[src/rtl/puf_key_reader.sv]
// puf_key_reader: majority-votes NVOTES PUF evaluations into a stable key,
// flags bits that flipped between evaluations, and checks the voted key
// against an enrolled key within a Hamming-distance threshold.
//
// state     | meaning
// ----------+-----------------------------------------------------------
// S_IDLE    | waiting for start; results from the last read are held
// S_COLLECT | accumulating per-bit one counts on each resp_valid strobe
// S_DECIDE  | one cycle: vote, stability, distance and match registered
// S_DONE    | one cycle: done pulse, results valid
module puf_key_reader #(
  parameter  int NBITS   = 8,
  parameter  int NVOTES  = 7,
  parameter  int TIMEOUT = 1024,
  localparam int CW      = $clog2(NVOTES + 1),
  localparam int HW      = $clog2(NBITS + 1)
) (
  input  logic             Clk,
  input  logic             Rst_n,
  input  logic             start,
  input  logic             resp_valid,
  input  logic [NBITS-1:0] resp,
  input  logic [NBITS-1:0] enroll_key,
  input  logic [HW-1:0]    hd_thresh,
  output logic             busy,
  output logic             done,
  output logic [NBITS-1:0] key,
  output logic [NBITS-1:0] unstable,
  output logic [HW-1:0]    hd,
  output logic             match,
  output logic             timeout_err
);

  // Watchdog counts down from TIMEOUT-2; hitting zero on a strobe-less
  // cycle means TIMEOUT-1 consecutive idle cycles have elapsed.
  localparam int            WW        = (TIMEOUT > 2) ? $clog2(TIMEOUT - 1) : 1;
  localparam logic [WW-1:0] WDOG_LOAD = WW'(TIMEOUT - 2);
  localparam logic [CW-1:0] LAST_CNT  = CW'(NVOTES - 1);
  localparam logic [CW-1:0] FULL_CNT  = CW'(NVOTES);
  localparam logic [CW-1:0] HALF_CNT  = CW'(NVOTES / 2);

  typedef enum logic [1:0] {
    S_IDLE,
    S_COLLECT,
    S_DECIDE,
    S_DONE
  } state_t;

  state_t            state, state_nx;
  logic [CW-1:0]     ones [NBITS];
  logic [CW-1:0]     scnt;
  logic [WW-1:0]     wdog;
  logic              last_sample;
  logic              wdog_expired;
  logic [NBITS-1:0]  key_nx;
  logic [NBITS-1:0]  unstable_nx;
  logic [HW-1:0]     hd_nx;
  logic              match_nx;

  assign last_sample  = (scnt == LAST_CNT);
  assign wdog_expired = (wdog == '0);

  // State register.
  always_ff @(posedge Clk) begin
    if (!Rst_n) state <= S_IDLE;
    else        state <= state_nx;
  end

  // Next-state logic and handshake outputs.
  always_comb begin
    state_nx = state;
    busy     = 1'b0;
    done     = 1'b0;
    case (state)
      S_IDLE: begin
        if (start) state_nx = S_COLLECT;
      end
      S_COLLECT: begin
        busy = 1'b1;
        if (resp_valid) begin
          if (last_sample) state_nx = S_DECIDE;
        end else if (wdog_expired) begin
          state_nx = S_DONE;
        end
      end
      S_DECIDE: begin
        busy     = 1'b1;
        state_nx = S_DONE;
      end
      S_DONE: begin
        done     = 1'b1;
        state_nx = S_IDLE;
      end
      default: state_nx = S_IDLE;
    endcase
  end

  // Vote, stability flags, Hamming distance and threshold compare.
  always_comb begin
    key_nx      = '0;
    unstable_nx = '0;
    hd_nx       = '0;
    for (int i = 0; i < NBITS; i++) begin
      key_nx[i]      = (ones[i] > HALF_CNT);
      unstable_nx[i] = (ones[i] != '0) && (ones[i] != FULL_CNT);
    end
    for (int i = 0; i < NBITS; i++) begin
      hd_nx = hd_nx + HW'(key_nx[i] ^ enroll_key[i]);
    end
    match_nx = (hd_nx <= hd_thresh);
  end

  // Sample counters, watchdog and result registers.
  always_ff @(posedge Clk) begin
    if (!Rst_n) begin
      for (int i = 0; i < NBITS; i++) ones[i] <= '0;
      scnt        <= '0;
      wdog        <= '0;
      key         <= '0;
      unstable    <= '0;
      hd          <= '0;
      match       <= 1'b0;
      timeout_err <= 1'b0;
    end else begin
      case (state)
        S_IDLE: begin
          if (start) begin
            for (int i = 0; i < NBITS; i++) ones[i] <= '0;
            scnt        <= '0;
            wdog        <= WDOG_LOAD;
            timeout_err <= 1'b0;
          end
        end
        S_COLLECT: begin
          if (resp_valid) begin
            for (int i = 0; i < NBITS; i++) ones[i] <= ones[i] + CW'(resp[i]);
            scnt <= scnt + CW'(1);
            wdog <= WDOG_LOAD;
          end else if (wdog_expired) begin
            timeout_err <= 1'b1;
            key         <= '0;
            unstable    <= '0;
            hd          <= '0;
            match       <= 1'b0;
          end else begin
            wdog <= wdog - WW'(1);
          end
        end
        S_DECIDE: begin
          key      <= key_nx;
          unstable <= unstable_nx;
          hd       <= hd_nx;
          match    <= match_nx;
        end
        default: ;
      endcase
    end
  end

endmodule

[config.mk]
export PLATFORM = sky130hd
export DESIGN_NAME = puf_key_reader
export DESIGN_NICKNAME = d
export VERILOG_FILES = /design/src/rtl/puf_key_reader.sv
export SDC_FILE = /design/constraint.sdc
export NUM_CORES = 1
export LEC_CHECK = 0
export CORE_ASPECT_RATIO = 0.8
export CORE_MARGIN = 5
export CORE_UTILIZATION = 40
export CTS_BUF_LIST = sky130_fd_sc_hd__clkbuf_4
export DETAILED_ROUTE_END_ITERATION = 8
export GPL_ROUTABILITY_DRIVEN = 1
export HOLD_SLACK_MARGIN = 0.03
export PLACE_DENSITY = 0.69
export SYNTH_ARGS = -nofsm -noshare
export SYNTH_HDL_FRONTEND = slang
export SYNTH_SLANG_ARGS = --single-unit
[constraint.sdc]
create_clock -name Clk -period 5.2 [get_ports Clk]
set_input_delay 1.04 -clock Clk [delete_from_list [all_inputs] [get_ports Clk]]
set_output_delay 1.04 -clock Clk [all_outputs]
set_load 0.005 [all_outputs]
### After elaboration in Yosys (flattened, before gate mapping)

Memory sizes are Yosys's and may differ from the RTL's.
Index checks and enable logic that the tools add are counted.

| word-level totals | value |
|---|---|
| word-level logic and storage cells | 157 |
| input port bits | 24 |
| flip-flop bits (word level) | 37 |
| memories kept | 1 |
| output and inout bits | 24 |
| memory bits (writable) | 24 |

Memories:

| name | depth | bits a word | rd ports | clocked after Yosys merged registers in | write ports | line | source |
|---|---|---|---|---|---|---|---|
| ones | 8 | 3 | 8 | 0 | 8 | 50 | `logic [CW-1:0] ones [NBITS];` |

| operators by class | value |
|---|---|
| muxes and demuxes | 53 |
| add/subtract/negate cells | 17 |
| magnitude comparators | 9 |
| reductions and logical operators | 26 |
| eq/ne operators | 19 |
| bitwise operators | 24 |

Operators by type and width:

| operator | count |
|---|---|
| two-way mux 3 bit | 18 |
| inequality test 3 bit, second input constant | 11 |
| case mux 8 bit (2 select lines) | 2 |
| two-way mux 10 bit | 3 |
| adder 3 x 1 -> 3 bit | 8 |
| greater-than comparator 3 x 2 -> 1 bit, second input constant | 8 |
| nonzero test 3 bit | 8 |
| case mux 10 bit (2 select lines) | 1 |
| adder 4 x 1 -> 4 bit | 4 |
| two-way mux 1 bit | 16 |
| two-way mux 8 bit | 2 |
| OR 1 bit | 16 |
| AND reduction 3 bit | 4 |
| logical NOT 10 bit | 1 |
| subtractor 10 x 1 -> 10 bit, second input constant | 1 |
| logical AND 1 bit | 8 |
| two-way mux 2 bit | 4 |
| two-way mux 4 bit | 2 |
| inequality test 2 bit, second input constant | 4 |
| case mux 2 bit (4 select lines) | 1 |
| case mux 4 bit (2 select lines) | 1 |
| XOR 1 bit | 8 |
| case mux 3 bit (2 select lines) | 1 |
| adder 3 x 1 -> 4 bit | 1 |
| 12 further kinds | 15 |

### Logic depth before layout (Yosys ltp)

Gate-level depths: netlist (run 1).

| logic depth | value |
|---|---|
| depth after elaboration | 11 |
| mapped depth | 15 |
| depth with buffers taken out | 15 |

### Worst setup path after synthesis (run 1)

No wires, ideal clock.

| path | value |
|---|---|
| path type | input to register |
| from | input enroll_key[0] |
| to | register match |
| library setup time | 117 ps |
| data required time | 5,083 ps |
| buffers on the path | 0 |
| setup slack | 798 ps |
| arrival time | 4,285 ps |
| cell stages on the path | 15 |
| cells stage by stage | xor2_1 fa_1 fa_1 inv_1 fa_1 inv_1 ha_1 inv_1 fa_1 xnor2_1 ha_1 nand4_1 o21ai_0 a21o_1 a22o_1 |

| on the way | value |
|---|---|
| longest elaborated chain between the ends | 10 |

RTL lines:

| element | line | source |
|---|---|---|
| from (decl) | 23 | `input logic [NBITS-1:0] enroll_key,` |
| XOR 1 bit | 108 | `hd_nx = hd_nx + HW'(key_nx[i] ^ enroll_key[i]);` |
| adder 1 x 1 -> 2 bit | 108 |  |
| adder 2 x 1 -> 3 bit | 108 |  |
| adder 3 x 1 -> 4 bit | 108 |  |
| adder 4 x 1 -> 4 bit (4 in a row) | 108 |  |
| less-or-equal comparator 4 bit | 110 | `match_nx = (hd_nx <= hd_thresh);` |
| case mux 1 bit (2 select lines) | 125 | `case (state)` |
| to (signal assigned) | 153 | `match <= match_nx;` |
| to (decl) | 30 | `output logic match,` |

Every way passes these cells.
A chain may end at the register's enable or synchronous reset.

### Worst setup path after layout (run 1)

| path | value |
|---|---|
| from | input enroll_key[1] |
| to | register match |

Same word-level chain as after synthesis.

==> results_dict.tcl, run 1 <==
set metrics [dict create \
    num_antenna_cells 0 \
    yosys-top-cells-area "dfxtp_1, edfxtp_1, ha_1" \
    worst-path-max-fanout 2 \
    wl_um 7060 \
    sw_frac_of_total_pct 40.4 \
    cts-root-buf "clkbuf_4" \
    drive_gt1_share_pct 6.22 \
    fin_skew_ns 0.0149 \
    r2r-end "match" \
    io_buffers 47 \
    drt_iter0_markers 220 \
    setup_violations 0 \
    powerDensity_mw_per_mm2 500 \
    async_flop_share_pct 0 \
    synth_top_cell_area_share_pct 24.6 \
    reg2regPathDepth 15 \
    pwr-share-seq_pct 37.2 \
    ff_latch_area_mm2 0.00143 \
    final_cell_mix "clkdlybuf4s50_1, dfxtp_1, ha_1" \
    grt_max_degree 22 \
    synthDistinctLibCells 49 \
    clkPwrFrac_pct 17.2 \
    grt_pass1_vias 2532 \
    core_mm2 0.00795 \
    endpoint "match" \
    antenna_left 0 \
    syn_area_per_cell_um2 10.3 \
    grt_overflow 0 \
    drc 0 \
    syn_nets 375 \
    max_cap_viol_count 0 \
    arrival_ns 4.95 \
    ys_warn_count 0 \
    finalHoldViolCount 0 \
    final_nets 423 \
    synth_edf_count 21 \
    fmax_mhz 216 \
    multi_input_area_mm2 0.00169 \
    critical_path_class "primary input to flip-flop" \
    netlist_instances 317 \
    synth_top_area_cell "dfxtp_1" \
    cts_resized 0 \
    fin_setup_tns_ns 0 \
    ys_seq_elements 61 \
    cts_buffer_depth 2 \
    htreeDepth 3 \
    combPwrFrac_pct 45.6 \
    fin_util_pct 49.9 \
    gp_congestion 0.796 \
    die_w_um 111 \
    ios 48 \
    die_h_um 90.7 \
    nFillCells 721 \
    relSlewSlack_pct 41.1 \
    yosysSeqAreaShare_pct 43.9 \
    dp_hpwl_um 5190 \
    ctsHoldBuffers 0 \
    ys.flop_type "dfxtp_1" \
    cts_tree "built" \
    crit_start "enroll_key[1]" \
    rr_startpoint "ones[0][11]" \
    regToRegSetupSlack_ns 1.12 \
    required_ns 5.51 \
    syn_area_mm2 0.00326 \
    area_delta_synth_final_pct 21.7 \
    grt_pass1_wl_um 12200 \
    rows 29 \
    outcome "finished, final reports clean" \
    rsz0062_at_grt "no" \
    vias_per_cell 5.29 \
    start_kind "primary input" \
    start_util_pct 41.0 \
    vdd_drop_max_uv 227 \
    end_kind "flip-flop" \
    power_switching_w 0.000800 \
    clk_latency_ns 0.41 \
    numCtsBuffers 9 \
    drv_slew 0 \
    clk_pin_slew_ns 0.11 \
    antenna_found_initial 0 \
    postCtsSetupRepairBufs 0 \
    die_area_mm2 0.0101 \
    post-route-period-util_pct 89.2 \
    firstDrtPassIters 5 \
    hold_path_class "flip-flop to flip-flop" \
    wl_per_cell_um 14.8 \
    grt_use_total_pct 14.7 \
    cts.sinks 61 \
    worst_pin_slew_ns 0.884 \
    leakage_nw 1.56 \
    final_common_cell "clkdlybuf4s50_1" \
    p_int_w 0.00118 \
    num_vias 2531 \
    period_needed_ns 4.64 \
]
==> registers in the layout, indices dropped and copies added (netlist names) <==
signal       cells
match            1
ones            24
hd               4
key              8
wdog            10
unstable         8
scnt             3
state            2
timeout_err      1
==> cells by family after synthesis <==
family          count (synthesis)  share of synthesized area (%)
mux                             4                           1.23
fa+ha+maj                      34                           14.0
flops                          61                           43.9
simple gates                  108                           18.2
buf+inv                        33                           4.11
xor+xnor                       18                           4.84
compound gates                 59                           13.7
==> cells in the mapped netlist, drive strengths merged (5+ instances only) <==
master and n:
a21oi 10, nor2 17, edfxtp 21, inv 21
xnor2 11, buf 7, or3 10, ha 30
nand2 15, o21ai 8, nand4 11, a22o 13
dfxtp 40, a32o 5, and2 15, xor2 7
nand3 18
==> power groups by stage <==
stage               Sequential (W)  Combinational, W  Clock (W)
finish                    0.000738          0.000904   0.000340
global route              0.000756           0.00105   0.000369
CTS                       0.000737          0.000910   0.000350
detailed placement        0.000748          0.000902          0
global placement          0.000742          0.000856          0
floorplan                 0.000720          0.000653          0
==> how the worst min path moves through the flow <==
stage                      startpoint           to  slack [ns]  cells after the start
after CTS                 timeout_err  timeout_err        0.46                      2
after global routing      timeout_err  timeout_err        0.48                      2
final                     timeout_err  timeout_err        0.45                      2
after detailed placement  timeout_err  timeout_err        0.45                      2
after global placement    timeout_err  timeout_err        0.44                      2
after floorplan           timeout_err  timeout_err        0.44                      2
==> metal layers <==
layer  wire (um)  up-vias  share of wire, %  GRT usage, %
met5           0        -                 0             0
met4          85        0               1.2          5.13
met3         290       11               4.1          3.68
met2        3200       43                45          23.0
met1        3490     1209                49          19.8
li1            -     1268                 -             -
==> layout make-up <==
cell class	count	share of cell area (%)
well taps	108	3.41
multi-input cells	223	42.7
inverters	22	2.08
clock buffers	9	1.70
flip-flops and latches	61	36.1
repair buffers	48	12.1
clock inverters	7	1.93
==> worst max-delay path, stage by stage <==
cell             delay, ns
clkdlybuf4s50_1       0.47
xor2_1                0.19
fa_1                  0.47
fa_1                  0.55
inv_1                 0.06
fa_1                  0.46
inv_1                 0.07
ha_1                  0.17
inv_1                 0.06
fa_1                  0.39
xnor2_1               0.23
ha_1                  0.28
nand4_1               0.09
o21ai_0               0.08
a21o_1                0.15
a22o_1                0.18
==> stage by stage <==
| step | hold slack [ns] | cells | worst slack, ns | instance area (um^2) | total power, W |
|---|---|---|---|---|---|
| after global placement | 0.444 | 462 | 0.239 | 3820 | 0.00160 |
| after CTS | 0.461 | 478 | 0.557 | 3960 | 0.00200 |
| final | 0.454 | 478 | 0.560 | 3960 | 0.00198 |
| after detailed placement | 0.445 | 462 | 0.103 | 3820 | 0.00165 |
| after floorplan | 0.442 | 317 | 0.798 | 3260 | 0.00137 |
| after global routing | 0.484 | 478 | 0.333 | 3960 | 0.00218 |
(Power assumes the default switching activity.)
==> run 2: changes to the inputs <==
--- a/config.mk
+++ b/config.mk
@@ -5,7 +5,6 @@
 export SDC_FILE = /design/constraint.sdc
 export NUM_CORES = 1
 export LEC_CHECK = 0
-export CORE_ASPECT_RATIO = 0.8
 export CORE_MARGIN = 5
 export CORE_UTILIZATION = 40
 export CTS_BUF_LIST = sky130_fd_sc_hd__clkbuf_4
==> run 2 against run 1 <==
Combinational power shrank 0.9%. Cell count is 0.63% lower. Utilization fell by 1.1 points. Critical path type unchanged. Highest routed layer unchanged.
==> results_dict.tcl, run 2 (synthesized netlist as in run 1, its figures left out) <==
set metrics [dict create \
    grt_use_total_pct 14.0 \
    grt_overflow 0 \
    crit_chain "clkdlybuf4s50_1 -> xor2_1 -> fa_1 -> fa_1 -> inv_1 -> fa_1 -> inv_1 -> ha_1 -> inv_1 -> fa_1 -> xnor2_1 -> ha_1 -> nand4_1 -> o21ai_0 -> a21o_1 -> a22o_1" \
    vdd_drop_max_uv 196 \
    ff_latch_area_mm2 0.00143 \
    powerDensity_mw_per_mm2 494 \
    cts_resized 0 \
    leakage_nw 1.56 \
    outcome "finished, final reports clean" \
    path_delay_family "adder cells" \
    drt_iter0_markers 108 \
    multi_input_area_mm2 0.00169 \
    cts-root-buf "clkbuf_4" \
    required_ns 5.47 \
    start_util_pct 40.3 \
    io_buffers 47 \
    crit_path_max_incr_delay_ns 0.54 \
    final_common_cell "clkdlybuf4s50_1" \
    num_vias 2513 \
    die_w_um 100 \
    p_int_w 0.00119 \
    rows 33 \
    area_delta_synth_final_pct 21.2 \
    num_antenna_cells 0 \
    start_kind "primary input" \
    clkPwrFrac_pct 16.5 \
    worst-path-max-fanout 2 \
    ios 48 \
    cp_num_buf_inv 4 \
    cts.sinks 61 \
    post-route-period-util_pct 91.5 \
    cts_tree "built" \
    rsz0062_at_grt "no" \
    power_switching_w 0.000766 \
    critical_path_class "primary input to flip-flop" \
    regToRegSetupSlack_ns 1.08 \
    nFillCells 769 \
    core_mm2 0.00809 \
    ctsHoldBuffers 0 \
    fin_setup_tns_ns 0 \
    die_area_mm2 0.0101 \
    critPathSlowestCell "fa_1" \
    grt_max_degree 22 \
    pwr-share-seq_pct 37.6 \
    fmax_mhz 210 \
    period_needed_ns 4.76 \
    antenna_found_initial 0 \
    wl_um 6830 \
    firstDrtPassIters 4 \
    largest_reg_flops 24 \
    largest-register "ones" \
    grt_pass1_vias 2378 \
    drv_slew 0 \
    max_cap_viol_count 0 \
    die_h_um 100 \
    sw_frac_of_total_pct 39.2 \
    postCtsSetupRepairBufs 0 \
    combPwrFrac_pct 45.9 \
    setup_violations 0 \
    finalHoldViolCount 0 \
    antenna_left 0 \
    clk_pin_slew_ns 0.11 \
    final_cell_mix "clkdlybuf4s50_1, dfxtp_1, ha_1" \
    arrival_ns 5.04 \
    drc 0 \
    end_kind "flip-flop" \
    top_regs "ones (24), wdog (10)" \
    final_nets 423 \
    worst_pin_slew_ns 0.880 \
    wl_per_cell_um 14.4 \
    holdWs_ns 0.456 \
    cpMostUsedCell "fa_1" \
    clk_latency_ns 0.38 \
    grt_pass1_wl_um 11200 \
    cts_buffer_depth 2 \
    hold_path_class "flip-flop to flip-flop" \
    numCtsBuffers 9 \
    fin_skew_ns 0.0152 \
    dp_hpwl_um 5070 \
    drive_gt1_share_pct 5.95 \
    relSlewSlack_pct 41.3 \
    vias_per_cell 5.29 \
    gp_congestion 0.783 \
    fin_util_pct 48.8 \
    htreeDepth 3 \
]
## run 2: per-layer routing
metal	routed length (um)	GRT usage, %	vias to the layer above
li1	-	-	1257
met1	3290	18.7	1205
met2	3140	21.8	46
met3	346	4.10	5
met4	57	4.46	0
met5	0	0	-
## run 2: cell type report
type                            count  area share [%]
Timing Repair Buffer               48            12.1
Multi-Input combinational cell    223            42.9
Sequential cell                    61            36.2
Tap cell                          105            3.33
Clock inverter                      5            1.30
Clock buffer                       11            2.09
Inverter                           22            2.09
## run 2: power groups by stage
stage	sequential (W)	clock, W	combinational [W]
4_1_cts	0.000734	0.000331	0.000901
5_1_grt	0.000753	0.000356	0.00102
3_5_place_dp	0.000744	0	0.000894
3_3_place_gp	0.000739	0	0.000858
6_report	0.000734	0.000322	0.000896
2_1_floorplan	0.000720	0	0.000653
## run 2: path summary, 6_finish.rpt
kind,start,cells past startpoint,endpoint
max,enroll_key[0],16,match
min,timeout_err,2,timeout_err
min reg2reg,timeout_err,2,timeout_err
max reg2reg,ones[0][5],15,match
## run 2: per-stage QoR
step                      worst slack, ns  area (um^2)  cells  total power (W)
after CTS                           0.441         3950    475          0.00197
after global placement              0.131         3820    459          0.00160
final                               0.439         3950    475          0.00195
after floorplan                     0.798         3260    317          0.00137
after global routing                0.270         3950    475          0.00213
after detailed placement           0.0388         3820    459          0.00164
## run 2: worst register-to-register path: cells and delay by family, from the launching register on
| family | cells | cell delay, ns |
|---|---|---|
| fa+ha+maj | 6 | 2.30 |
| compound gates | 3 | 0.42 |
| xor+xnor | 2 | 0.51 |
| flops | 1 | 0.50 |
| buf+inv | 3 | 0.18 |
| simple gates | 1 | 0.09 |
